<file path="config.mk">
export PLATFORM = sky130hd
export DESIGN_NAME = activation_drain
export DESIGN_NICKNAME = d
export VERILOG_FILES = /design/src/rtl/activation_drain_pkg.sv /design/src/rtl/activation_drain_fifo.sv /design/src/rtl/activation_drain.sv
export SDC_FILE = /design/constraint.sdc
export NUM_CORES = 1
export LEC_CHECK = 0
export ABC_AREA = 1
export CAP_MARGIN = 20
export CORE_MARGIN = 8
export CORE_UTILIZATION = 50
export CTS_CLUSTER_SIZE = 20
export DETAILED_ROUTE_END_ITERATION = 8
export PLACE_DENSITY_LB_ADDON = 0.2
export REMOVE_ABC_BUFFERS = 1
export SYNTH_ARGS = -nofsm -noshare
export SYNTH_HDL_FRONTEND = slang
export SYNTH_SLANG_ARGS = --single-unit
</file>
<file path="constraint.sdc">
create_clock -name clk_i -period 2.4 [get_ports clk_i]
set_input_delay 0.6 -clock clk_i [delete_from_list [all_inputs] [get_ports clk_i]]
set_output_delay 0.6 -clock clk_i [all_outputs]
set_load 0.05 [all_outputs]
</file>
<file path="src/rtl/activation_drain_pkg.sv">
// Shared constants for the activation drain block.
package activation_drain_pkg;

   localparam int unsigned ActDrainLanes   = 16;
   localparam int unsigned ActDrainWo      = 8;
   localparam int unsigned ActDrainLatency = 2;
   localparam int unsigned ActDrainDepth   = 4;

   // Pointer width; a single-entry FIFO still needs one pointer bit.
   function automatic int unsigned ptr_width(input int unsigned depth);
      return (depth > 1) ? $clog2(depth) : 1;
   endfunction

endpackage

</file>
<file path="src/rtl/activation_drain_fifo.sv">
// Registered DEPTH x W FIFO with synchronous clear; clear wins over push/pop.
module activation_drain_fifo
   import activation_drain_pkg::*;
#(
   parameter int unsigned DEPTH = ActDrainDepth,
   parameter int unsigned W     = ActDrainLanes * ActDrainWo
) (
   input  logic         clk_i,
   input  logic         rst_ni,
   input  logic         clear_i,
   input  logic         push_i,
   input  logic [W-1:0] data_i,
   input  logic         pop_i,
   output logic [W-1:0] data_o,
   output logic         full_o,
   output logic         empty_o
);

   localparam int unsigned AW = ptr_width(DEPTH);
   localparam int unsigned CW = $clog2(DEPTH + 1);

   logic [W-1:0]  mem_q [DEPTH];
   logic [AW-1:0] wptr_q;
   logic [AW-1:0] rptr_q;
   logic [CW-1:0] count_q;
   logic          do_pop;

   assign do_pop  = pop_i & (count_q != '0);
   assign data_o  = mem_q[rptr_q];
   assign full_o  = (count_q == CW'(DEPTH));
   assign empty_o = (count_q == '0);

   always_ff @(posedge clk_i or negedge rst_ni) begin
      if (!rst_ni) begin
         for (int i = 0; i < int'(DEPTH); i++) mem_q[i] <= '0;
         wptr_q  <= '0;
         rptr_q  <= '0;
         count_q <= '0;
      end else if (clear_i) begin
         wptr_q  <= '0;
         rptr_q  <= '0;
         count_q <= '0;
      end else begin
         if (push_i) begin
            mem_q[wptr_q] <= data_i;
            wptr_q        <= wptr_q + AW'(1);
         end
         if (do_pop) rptr_q <= rptr_q + AW'(1);
         if (push_i && !do_pop)      count_q <= count_q + CW'(1);
         else if (!push_i && do_pop) count_q <= count_q - CW'(1);
      end
   end

endmodule

</file>
<file path="src/rtl/activation_drain.sv">
// Receive side of the activation unit: credit-throttled issue, latency tracking, output FIFO.
// Optional ACTIVATION_DRAIN_STATS_EN adds saturating pop/stall counters.
module activation_drain
   import activation_drain_pkg::*;
#(
   parameter int unsigned N       = ActDrainLanes,
   parameter int unsigned WO      = ActDrainWo,
   parameter int unsigned LATENCY = ActDrainLatency,
   parameter int unsigned DEPTH   = ActDrainDepth
) (
   input  logic                         clk_i,
   input  logic                         rst_ni,
   input  logic                         valid_i,
   output logic                         ready_o,
   output logic                         calc_en_o,
   input  logic [N*WO-1:0]              act_data_i,
   input  logic                         clear_i,
   output logic                         valid_o,
   input  logic                         ready_i,
   output logic [N*WO-1:0]              data_o,
   output logic [$clog2(DEPTH+1)-1:0]   inflight_o
`ifdef ACTIVATION_DRAIN_STATS_EN
   ,
   output logic [31:0]                  beats_o,
   output logic [31:0]                  stall_o
`endif
);

   localparam int unsigned CW = $clog2(DEPTH + 1);

   logic [CW-1:0]      cred_q;
   logic [LATENCY-1:0] vpipe_q;
   logic               pop;
   logic               push;
   logic               fifo_empty;
   logic               fifo_full;

   // Credits count only registered state, so a pop frees a slot one cycle later.
   assign ready_o    = (cred_q != '0);
   assign calc_en_o  = valid_i & ready_o & ~clear_i;
   assign pop        = valid_o & ready_i;
   assign push       = vpipe_q[LATENCY-1];
   assign valid_o    = ~fifo_empty;
   assign inflight_o = CW'(DEPTH) - cred_q;

   always_ff @(posedge clk_i or negedge rst_ni) begin
      if (!rst_ni) begin
         cred_q <= CW'(DEPTH);
      end else if (clear_i) begin
         cred_q <= CW'(DEPTH);
      end else if (calc_en_o && !pop) begin
         cred_q <= cred_q - CW'(1);
      end else if (!calc_en_o && pop) begin
         cred_q <= cred_q + CW'(1);
      end
   end

   always_ff @(posedge clk_i or negedge rst_ni) begin
      if (!rst_ni) begin
         vpipe_q <= '0;
      end else if (clear_i) begin
         vpipe_q <= '0;
      end else begin
         vpipe_q[0] <= calc_en_o;
         for (int k = 1; k < int'(LATENCY); k++) vpipe_q[k] <= vpipe_q[k-1];
      end
   end

   activation_drain_fifo #(
      .DEPTH (DEPTH),
      .W     (N * WO)
   ) u_fifo (
      .clk_i   (clk_i),
      .rst_ni  (rst_ni),
      .clear_i (clear_i),
      .push_i  (push & ~clear_i),
      .data_i  (act_data_i),
      .pop_i   (pop),
      .data_o  (data_o),
      .full_o  (fifo_full),
      .empty_o (fifo_empty)
   );

   a_no_overflow: assert property (@(posedge clk_i) disable iff (!rst_ni)
      !(push && fifo_full && !clear_i));

`ifdef ACTIVATION_DRAIN_STATS_EN
   always_ff @(posedge clk_i or negedge rst_ni) begin
      if (!rst_ni) begin
         beats_o <= '0;
         stall_o <= '0;
      end else if (clear_i) begin
         beats_o <= '0;
         stall_o <= '0;
      end else begin
         if (pop && beats_o != '1) beats_o <= beats_o + 32'd1;
         if (valid_i && !ready_o && stall_o != '1) stall_o <= stall_o + 32'd1;
      end
   end
`endif

endmodule

</file>
# Word level (Yosys, flattened, before mapping)
# Cells that the tools add are included.
# W data, S select, Z words.
[op_classes]
reduce_logical = 17
mux = 17
n_shift = 0
div = 0
addsub = 7
bitwise_logic = 9
eq_ne = 0
magnitude_cmp = 3
mul = 0
[ops]
columns = ["operator", "count"]
rows = [
  ["$bwmux W512", 1],
  ["$mux W128", 3],
  ["$bmux W128 S2", 1],
  ["$demux W128 S2", 1],
  ["$mux W3", 6],
  ["$reduce_bool A3 Y1", 4],
  ["$mux W2", 5],
  ["$add A3 B1 Y3 const B", 2],
  ["$ge A3 B3 Y1 const B", 2],
  ["$not A2 Y3", 2],
  ["$sub A3 B1 Y3 const B", 2],
  ["$and A1 B1 Y1", 5],
  ["$logic_and A1 B1 Y1", 5],
  ["$add A2 B1 Y2 const B", 2],
  ["$logic_not A1 Y1", 4],
  ["$reduce_bool A2 Y1", 2],
  ["$logic_not A3 Y1", 1],
  ["$lt A3 B1 Y1 const B", 1],
  ["$sub A3 B3 Y3 const A", 1],
  ["$not A1 Y1", 2],
  ["$reduce_and A2 Y1", 1],
]
[totals]
ram_bits = 0
latch_bits = 0
reg_bits = 524
mem_bits_ro = 0
n_memories = 0
word_cells = 62
inputBits = 133

# Depth between registers and ports, before layout
# Gate-level depths: netlist of run 1.
[depth]
ltp_word = 8
ltp_mapped = 14

# Cells and area by module
# Synthesis of run 1 repeated with hierarchy kept, for this count alone.
[unflattened]
hier_cells = 2612
hier_area_um2 = 23206.0
[modules_own_cells]
columns = ["module", "instances", "area_each_um2", "cells_each"]
rows = [
  ["activation_drain_fifo", 1, 22828.1, 2562],
  ["activation_drain", 1, 377.9, 50],
]

# Worst setup path before layout of run 1
# OpenSTA, ideal clock, no wires.
[synth_timing]
path_kind = "reg-to-reg"
start = "register cred_q[0]"
end = "register cred_q[1]"
n_path_buf = 0
period_less_slack_ps = 2638
required_ps = 2282
setup_ps = 118
path_stages_with_launch = 14
path_slack_ps = -238
arrival_ps = 2520
path_cell_list = "dfrtp_1 inv_1 ha_1 ha_1 inv_1 nand3_1 inv_1 nand2_1 inv_1 fa_1 inv_1 nor2_1 nand2_1 nand2_1"
[synth_between]
elab_chain_cells = 6
elab_cells_between_ends = 12
cone_classes = "2 x add/sub; 3 x mux; 2 x bitwise; 5 x reduce/logical"
[synth_lines]
columns = ["element", "line", "text"]
rows = [
  ["start, declared", "activation_drain.sv:31", "logic [CW-1:0] cred_q;"],
  ["start signal, assigned", "activation_drain.sv:48", "cred_q <= CW'(DEPTH);"],
  ["start signal, assigned", "activation_drain.sv:50", "cred_q <= CW'(DEPTH);"],
  ["start signal, assigned", "activation_drain.sv:52", "cred_q <= cred_q - CW'(1);"],
  ["$reduce_bool A3 Y1 *", "activation_drain.sv:39", "assign ready_o = (cred_q != '0);"],
  ["via ready_o", "activation_drain.sv:14", "output logic ready_o,"],
  ["$and A1 B1 Y1 * (2 in a row)", "activation_drain.sv:40", "assign calc_en_o = valid_i & ready_o & ~clear_i;"],
  ["via calc_en_o", "activation_drain.sv:15", "output logic calc_en_o,"],
  ["$logic_and A1 B1 Y1 / $logic_not A1 Y1 (equally long branches)", "activation_drain.sv:51, activation_drain.sv:53", ""],
  ["$mux W3 / $logic_and A1 B1 Y1 (equally long branches)", "activation_drain.sv:51, activation_drain.sv:53", ""],
  ["$mux W3 / $reduce_bool A3 Y1 (equally long branches)", "--", ""],
]
# Mark *: on every way through the listed nets, which the timed path passes. The rest lies on a longest branch. The select of a mux whose other input is x is not followed.
# A chain may end at the register's enable or synchronous reset.

# Final worst setup path of run 1
[layout_timing]
start = "register u_fifo.rptr_q[0]"
end = "output data_o[85]"
[layout_between]
elab_chain_cells = 4
[layout_lines]
columns = ["element", "line", "text"]
rows = [
  ["start, declared", "activation_drain_fifo.sv:24", "logic [AW-1:0] rptr_q;"],
  ["start signal, assigned", "activation_drain_fifo.sv:48", "if (do_pop) rptr_q <= rptr_q + AW'(1);"],
  ["$not A2 Y3 (not written as such)", "activation_drain_fifo.sv:29", "assign data_o = mem_q[rptr_q];"],
  ["$bmux W128 S2", "activation_drain_fifo.sv:29", ""],
  ["$mux W128 (not written as such) (2 in a row)", "activation_drain_fifo.sv:29", ""],
  ["end, declared", "activation_drain.sv:20", "output logic [N*WO-1:0] data_o,"],
]
# Every way passes these cells. The select of a mux whose other input is x is not followed.

==> results of run 1 <==
## cell usage after synthesis
library cell  number  area [um^2]
nand4_1            5         31.3
clkbuf_2           1         5.00
o22ai_1          128          801
dfrtp_1          523        13100
ha_1               6         75.1
clkbuf_1          40          150
buf_4             33          248
a22o_1             1         8.76
o21ai_0          287         1440
o21ai_1          409         2050
nand2_1          529         1990
o21ai_2           75          657
inv_8              1         11.3
nor3_1             2         10.0
inv_4              2         12.5
nand2_4            5         56.3
a21oi_1            2         10.0
dfstp_2            1         26.3
inv_1            145          544
fa_1               2         40.0
nand3_1            7         35.0
buf_6            104         1170
nor2_1           266          998
nand2_2            1         6.26
buf_2             21          105
xnor2_1            2         17.5
## placed cells by master, fill, tap and decap left out, types with 35 or more instances in the layout
cell type	count
o21ai_0	196
dfrtp_1	520
nand2_1	529
inv_1	141
clkdlybuf4s50_1	132
nor2_1	232
o22ai_1	35
clkbuf_16	65
o21ai_1	454
buf_4	77
o22ai_2	89
buf_12	176
o21ai_2	114
## timing repair
action                                  4_1_cts  5_1_grt
endpoints found under the hold margin        35        0
hold buffers                                  1        0
gates cloned                                 21       11
gates resized for setup                     235      122
pin swaps                                    42       38
buffers inserted                             10        3
endpoints found under the setup margin      132      132
## state kept, by name, indices dropped and copies added, names as in the netlist
signal	flops
u_fifo.wptr_q	2
cred_q	3
u_fifo.count_q	3
vpipe_q	2
u_fifo.mem_q	512
u_fifo.rptr_q	2
## worst max-delay path: stages (launching register included)
cell and delay, ps:
dfrtp_4 510, buf_12 170, buf_16 170, buf_16 170, nor2_1 170, o22ai_2 120
buf_4 160, buf_12 140
## power by group through the flow
| stage | Combinational [W] | Sequential (W) | Clock, W |
|---|---|---|---|
| 6_report | 0.0223 | 0.0111 | 0.00803 |
| 5_1_grt | 0.0233 | 0.0112 | 0.00847 |
| 4_1_cts | 0.0216 | 0.0110 | 0.00811 |
| 3_5_place_dp | 0.0193 | 0.0111 | 0 |
| 3_3_place_gp | 0.0192 | 0.0111 | 0 |
| 2_1_floorplan | 0.00936 | 0.0112 | 0 |
## final timing paths
check | start | to | slack [ps]
min in group asynchronous | rst_ni | cred_q[1] | 510
max in group asynchronous | rst_ni | u_fifo.mem_q[388] | 1000
worst min-delay path | vpipe_q[0] | vpipe_q[1] | 480
worst min register to register | vpipe_q[0] | vpipe_q[1] | 480
worst max register to register | cred_q[0] | cred_q[2] | 340
worst max-delay path | u_fifo.rptr_q[0] | data_o[85] | -420
## kinds of logic after synthesis
group / share of synthesized area (%)
compound gates: 21.0
xor+xnor: 0.0743
fa+ha+maj: 0.488
buf+inv: 9.53
flops: 55.6
simple gates: 13.2
## final cells by class
cell class / instances / area (um^2) / area share, %
multi-input cells: 1727 / 9200 / 28.7
flip-flops and latches: 524 / 13100 / 40.9
well taps: 607 / 759 / 2.37
inverters: 148 / 591 / 1.84
diodes: 1 / 2.50 / 0.00781
clock buffers: 80 / 1570 / 4.90
clock inverters: 13 / 97.6 / 0.304
repair buffers: 439 / 6690 / 20.9
repair inverters: 2 / 32.5 / 0.101
## metrics by stage
| step | worst slack, ps | hold WS, ps | std cells |
|---|---|---|---|
| 3_3_place_gp | -12.1 | 458 | 3403 |
| 4_1_cts | -425 | 477 | 3528 |
| 6_report | -425 | 475 | 3541 |
| 3_5_place_dp | -11.3 | 464 | 3403 |
| 5_1_grt | -486 | 493 | 3541 |
| 2_1_floorplan | -4750 | 304 | 2399 |
## per-layer routing
layer	vias to the layer above	track usage (%)	share of wire, %
met5	-	0	0
met4	0	9.40	3.5
met3	185	3.91	7.5
met2	941	41.4	48
met1	10000	34.2	41
li1	9278	-	-
==> results.cfg, run 1 <==
[cells_and_area]
final_util_pct = 68.9
nNetsFinal = 3037
final_design_area_no_fill_um2 = 32100
syn_to_final_growth_pct = 36.0
nFillCells = 3435
drive_gt1_share_pct = 22.3

[global_route]
grt_max_degree = 54
grt_pass1_vias = 20500
grt_pass1_wl_mm = 111
antenna_found_initial = 1
grt_overflow = 0
grtUsageTotal_pct = 25.4

[clock_tree]
clock-root-buffer = clkbuf_16
cts_buffer_depth = 3
clock-sinks = 524
clk_latency_ps = 610
cts_tree = yes
h-tree-depth = 2
path_clk_slew_ps = 60
cts_made_buffers = 54

[routing]
drt-initial-drc-count = 2148
post-route-drc-count = 0
routedWlPerCell_um = 20.3
first_pass_iters = 6
vias = 20400
route.antenna.remaining_nets = 0
via_per_inst = 5.77
finalWirelength_mm = 72.0

[floorplan]
io_pins = 267
die_w_um = 233
die_h_um = 233
core_um2 = 46600
rows = 79
die-area_um2 = 54400
start_util_pct = 50.6

[synthesis]
yosysSeqAreaShare_pct = 55.6
ys_types = 26
synth_seq_cells = 524
netlist_instances = 2598
synth_area_um2 = 23600
avgSynthCellArea_um2 = 9.07
synth_warnings = 0

[power]
swShare_pct = 40.3
power_density_nw_per_um2 = 1290
p_seq_share_pct = 26.8
leakage_nw = 14.9
design_power_total_w = 0.0414
clkPwrFrac_pct = 19.4
power.switching_w = 0.0167
internal_power_w = 0.0247
comb_power_share_pct = 53.8
ir_drop_mv = 1.28

[timing]
slew_viol_final = 0
worstMarginPinSlew_ps = 494
clock.fmax_mhz = 354
period_share_pct = 118
period_minus_slack_ps = 2820
grt_setup_unrepaired = yes
fin_worst_skew_ps = 16.2
slew_headroom_pct = 66.8
fin_tns_setup_ps = -38250
setup_violations = 130
final-hold-violation-count = 0
timing.final.ws_setup_ps = -425

[run]
max_cap_viol_count = 0

[placement]
dpl_cell_area_um2 = 28200
io_buffers = 266
gp_congestion = 0.803
place.detailed.hpwl_mm = 40.6

[setup_path]
crit_required_ps = 1800
worstSetupPathType = reg -> out
cp_max_fo = 13
crit_path_end_kind = primary output
rr_worst_depth = 13
arrival_ps = 2220
start_kind = flip-flop

[min_path]
hp-class = reg -> reg
hold_depth = 2

[status]
outcome = finished with violations
violations = setup timing
(Power assumes the default switching activity.)
==> run 2: changes to the inputs <==
--- a/config.mk
+++ b/config.mk
@@ -13,6 +13,7 @@
 export DETAILED_ROUTE_END_ITERATION = 8
 export PLACE_DENSITY_LB_ADDON = 0.2
 export REMOVE_ABC_BUFFERS = 1
+export SKIP_CTS_REPAIR_TIMING = 1
 export SYNTH_ARGS = -nofsm -noshare
 export SYNTH_HDL_FRONTEND = slang
 export SYNTH_SLANG_ARGS = --single-unit
==> results.cfg, run 2 (same netlist as run 1, synthesis figures left out) <==
[timing]
worstMarginPinSlew_ps = 513
slew_viol_final = 0
final-hold-violation-count = 0
period_share_pct = 115
setup_violations = 128
fin_tns_setup_ps = -34740
timing.final.ws_setup_ps = -369
grt_setup_unrepaired = yes
slew_headroom_pct = 65.5
period_minus_slack_ps = 2770
fin_worst_skew_ps = 18.4
clock.fmax_mhz = 361

[power]
ir_drop_mv = 1.27
leakage_nw = 15.2
power_density_nw_per_um2 = 1290

[min_path]
min_from = u_fifo.mem_q[207]
hp-class = reg -> reg

[routing]
vias = 20600
via_per_inst = 5.77
post-route-drc-count = 0
drt-initial-drc-count = 2157
finalWirelength_mm = 74.1
route.antenna.remaining_nets = 0
routedWlPerCell_um = 20.7
first_pass_iters = 7

[setup_path]
arrival_ps = 2170
startpoint = u_fifo.rptr_q[0]
cp_common_cell = buf_16
crit_path_end_kind = primary output
crit_required_ps = 1800
rr_startpoint = cred_q[0]
start_kind = flip-flop
slowest_stage = dfrtp_4
crit_chain = buf_6 > buf_16 > buf_16 > o21ai_2 > o22ai_1 > buf_4 > buf_12
worstSetupPathType = reg -> out
cp_num_buf_inv = 5
crit_family = buffers and inverters
crit_path_max_incr_delay_ps = 510
cp_max_fo = 17

[status]
violations = setup timing
outcome = finished with violations

[clock_tree]
clk_latency_ps = 610
path_clk_slew_ps = 60
cts_tree = yes
cts_made_buffers = 54
cts_buffer_depth = 3
clock-root-buffer = clkbuf_16
clock-sinks = 524
h-tree-depth = 2

[placement]
dp.cells = 3403
place.detailed.hpwl_mm = 40.6
place_ws_ps = -11.3
io_buffers = 266
gp_congestion = 0.803

[cells_and_area]
nFillCells = 3331
final_cell_mix = 529 x nand2_1, 520 x dfrtp_1, 504 x o21ai_1, 232 x nor2_1, 178 x buf_12
reg_top3 = u_fifo.mem_q (512), cred_q (3), u_fifo.count_q (3)
largest_reg_flops = 512
diodes = 0
syn_to_final_growth_pct = 37.8
final_common_cell = nand2_1
final_util_pct = 69.8
regMostFlops = u_fifo.mem_q
finalNonFillerCells = 3570
nNetsFinal = 3067
drive_gt1_share_pct = 23.5

[run]
max_cap_viol_count = 0

[global_route]
grt_pass1_wl_mm = 101
antenna_found_initial = 1
grt_max_degree = 73
grtUsageTotal_pct = 22.7
grt_pass1_vias = 19400
grt_overflow = 0

[floorplan]
die_h_um = 233
start_util_pct = 50.6
core_um2 = 46600
die-area_um2 = 54400
rows = 79
die_w_um = 233
io_pins = 267
[run 2: cell types whose count changed in the layout (fill, tap and decap cells not counted), moves of 5 or more]
cell	change
buf_6	+8
buf_16	-14
o21ai_4	+5
buf_8	+6
o21ai_0	-62
o21ai_2	+7
buf_4	+13
clkbuf_16	+15
o21ai_1	+50
[run 2: where the power goes]
part	switching, W	total, W	internal [W]
clock network	0.00345	0.00805	0.00460
logic	0.0126	0.0227	0.0101
registers	0.000874	0.0111	0.0102
total	0.0170	0.0419	0.0249
[run 2: worst paths after layout]
path	to	slack, ps	cells past startpoint
max in group asynchronous	u_fifo.mem_q[271]	1000	4
min in group asynchronous	cred_q[1]	510	2
hold reg to reg	u_fifo.mem_q[207]	480	2
setup / recovery	data_o[115]	-370	7
setup reg to reg	cred_q[2]	170	14
hold / removal	u_fifo.mem_q[207]	480	2
[run 2: worst min-delay path, cell delays in order (launching register included)]
cell     delay [ps]
dfrtp_1         340
nand2_1          60
o21ai_2          50
[run 2: layer usage]
metal | up-vias | GRT usage, % | part of all wire, %
met3 | 182 | 3.75 | 7.8
met1 | 10100 | 30.5 | 41
met4 | 0 | 8.21 | 3.6
met2 | 963 | 37.1 | 48
li1 | 9320 | - | -
met5 | - | 0 | 0
[run 2: per-stage QoR]
stage	cell area [um^2]	power (W)	hold slack [ps]
detailed placement	28200	0.0304	464
global route	32500	0.0434	499
global placement	28200	0.0302	458
CTS	29900	0.0385	-82.7
floorplan	21900	0.0206	304
finish	32500	0.0419	479
[run 2: area by class of cell]
cell class	count	area [um^2]	area share, %
clock buffers	80	1570	4.83
clock inverters	13	97.6	0.300
inverters	148	623	1.92
multi-input cells	1727	9330	28.7
flip-flops and latches	524	13100	40.4
well taps	607	759	2.34
repair buffers	467	6930	21.3
repair inverters	4	55.1	0.169
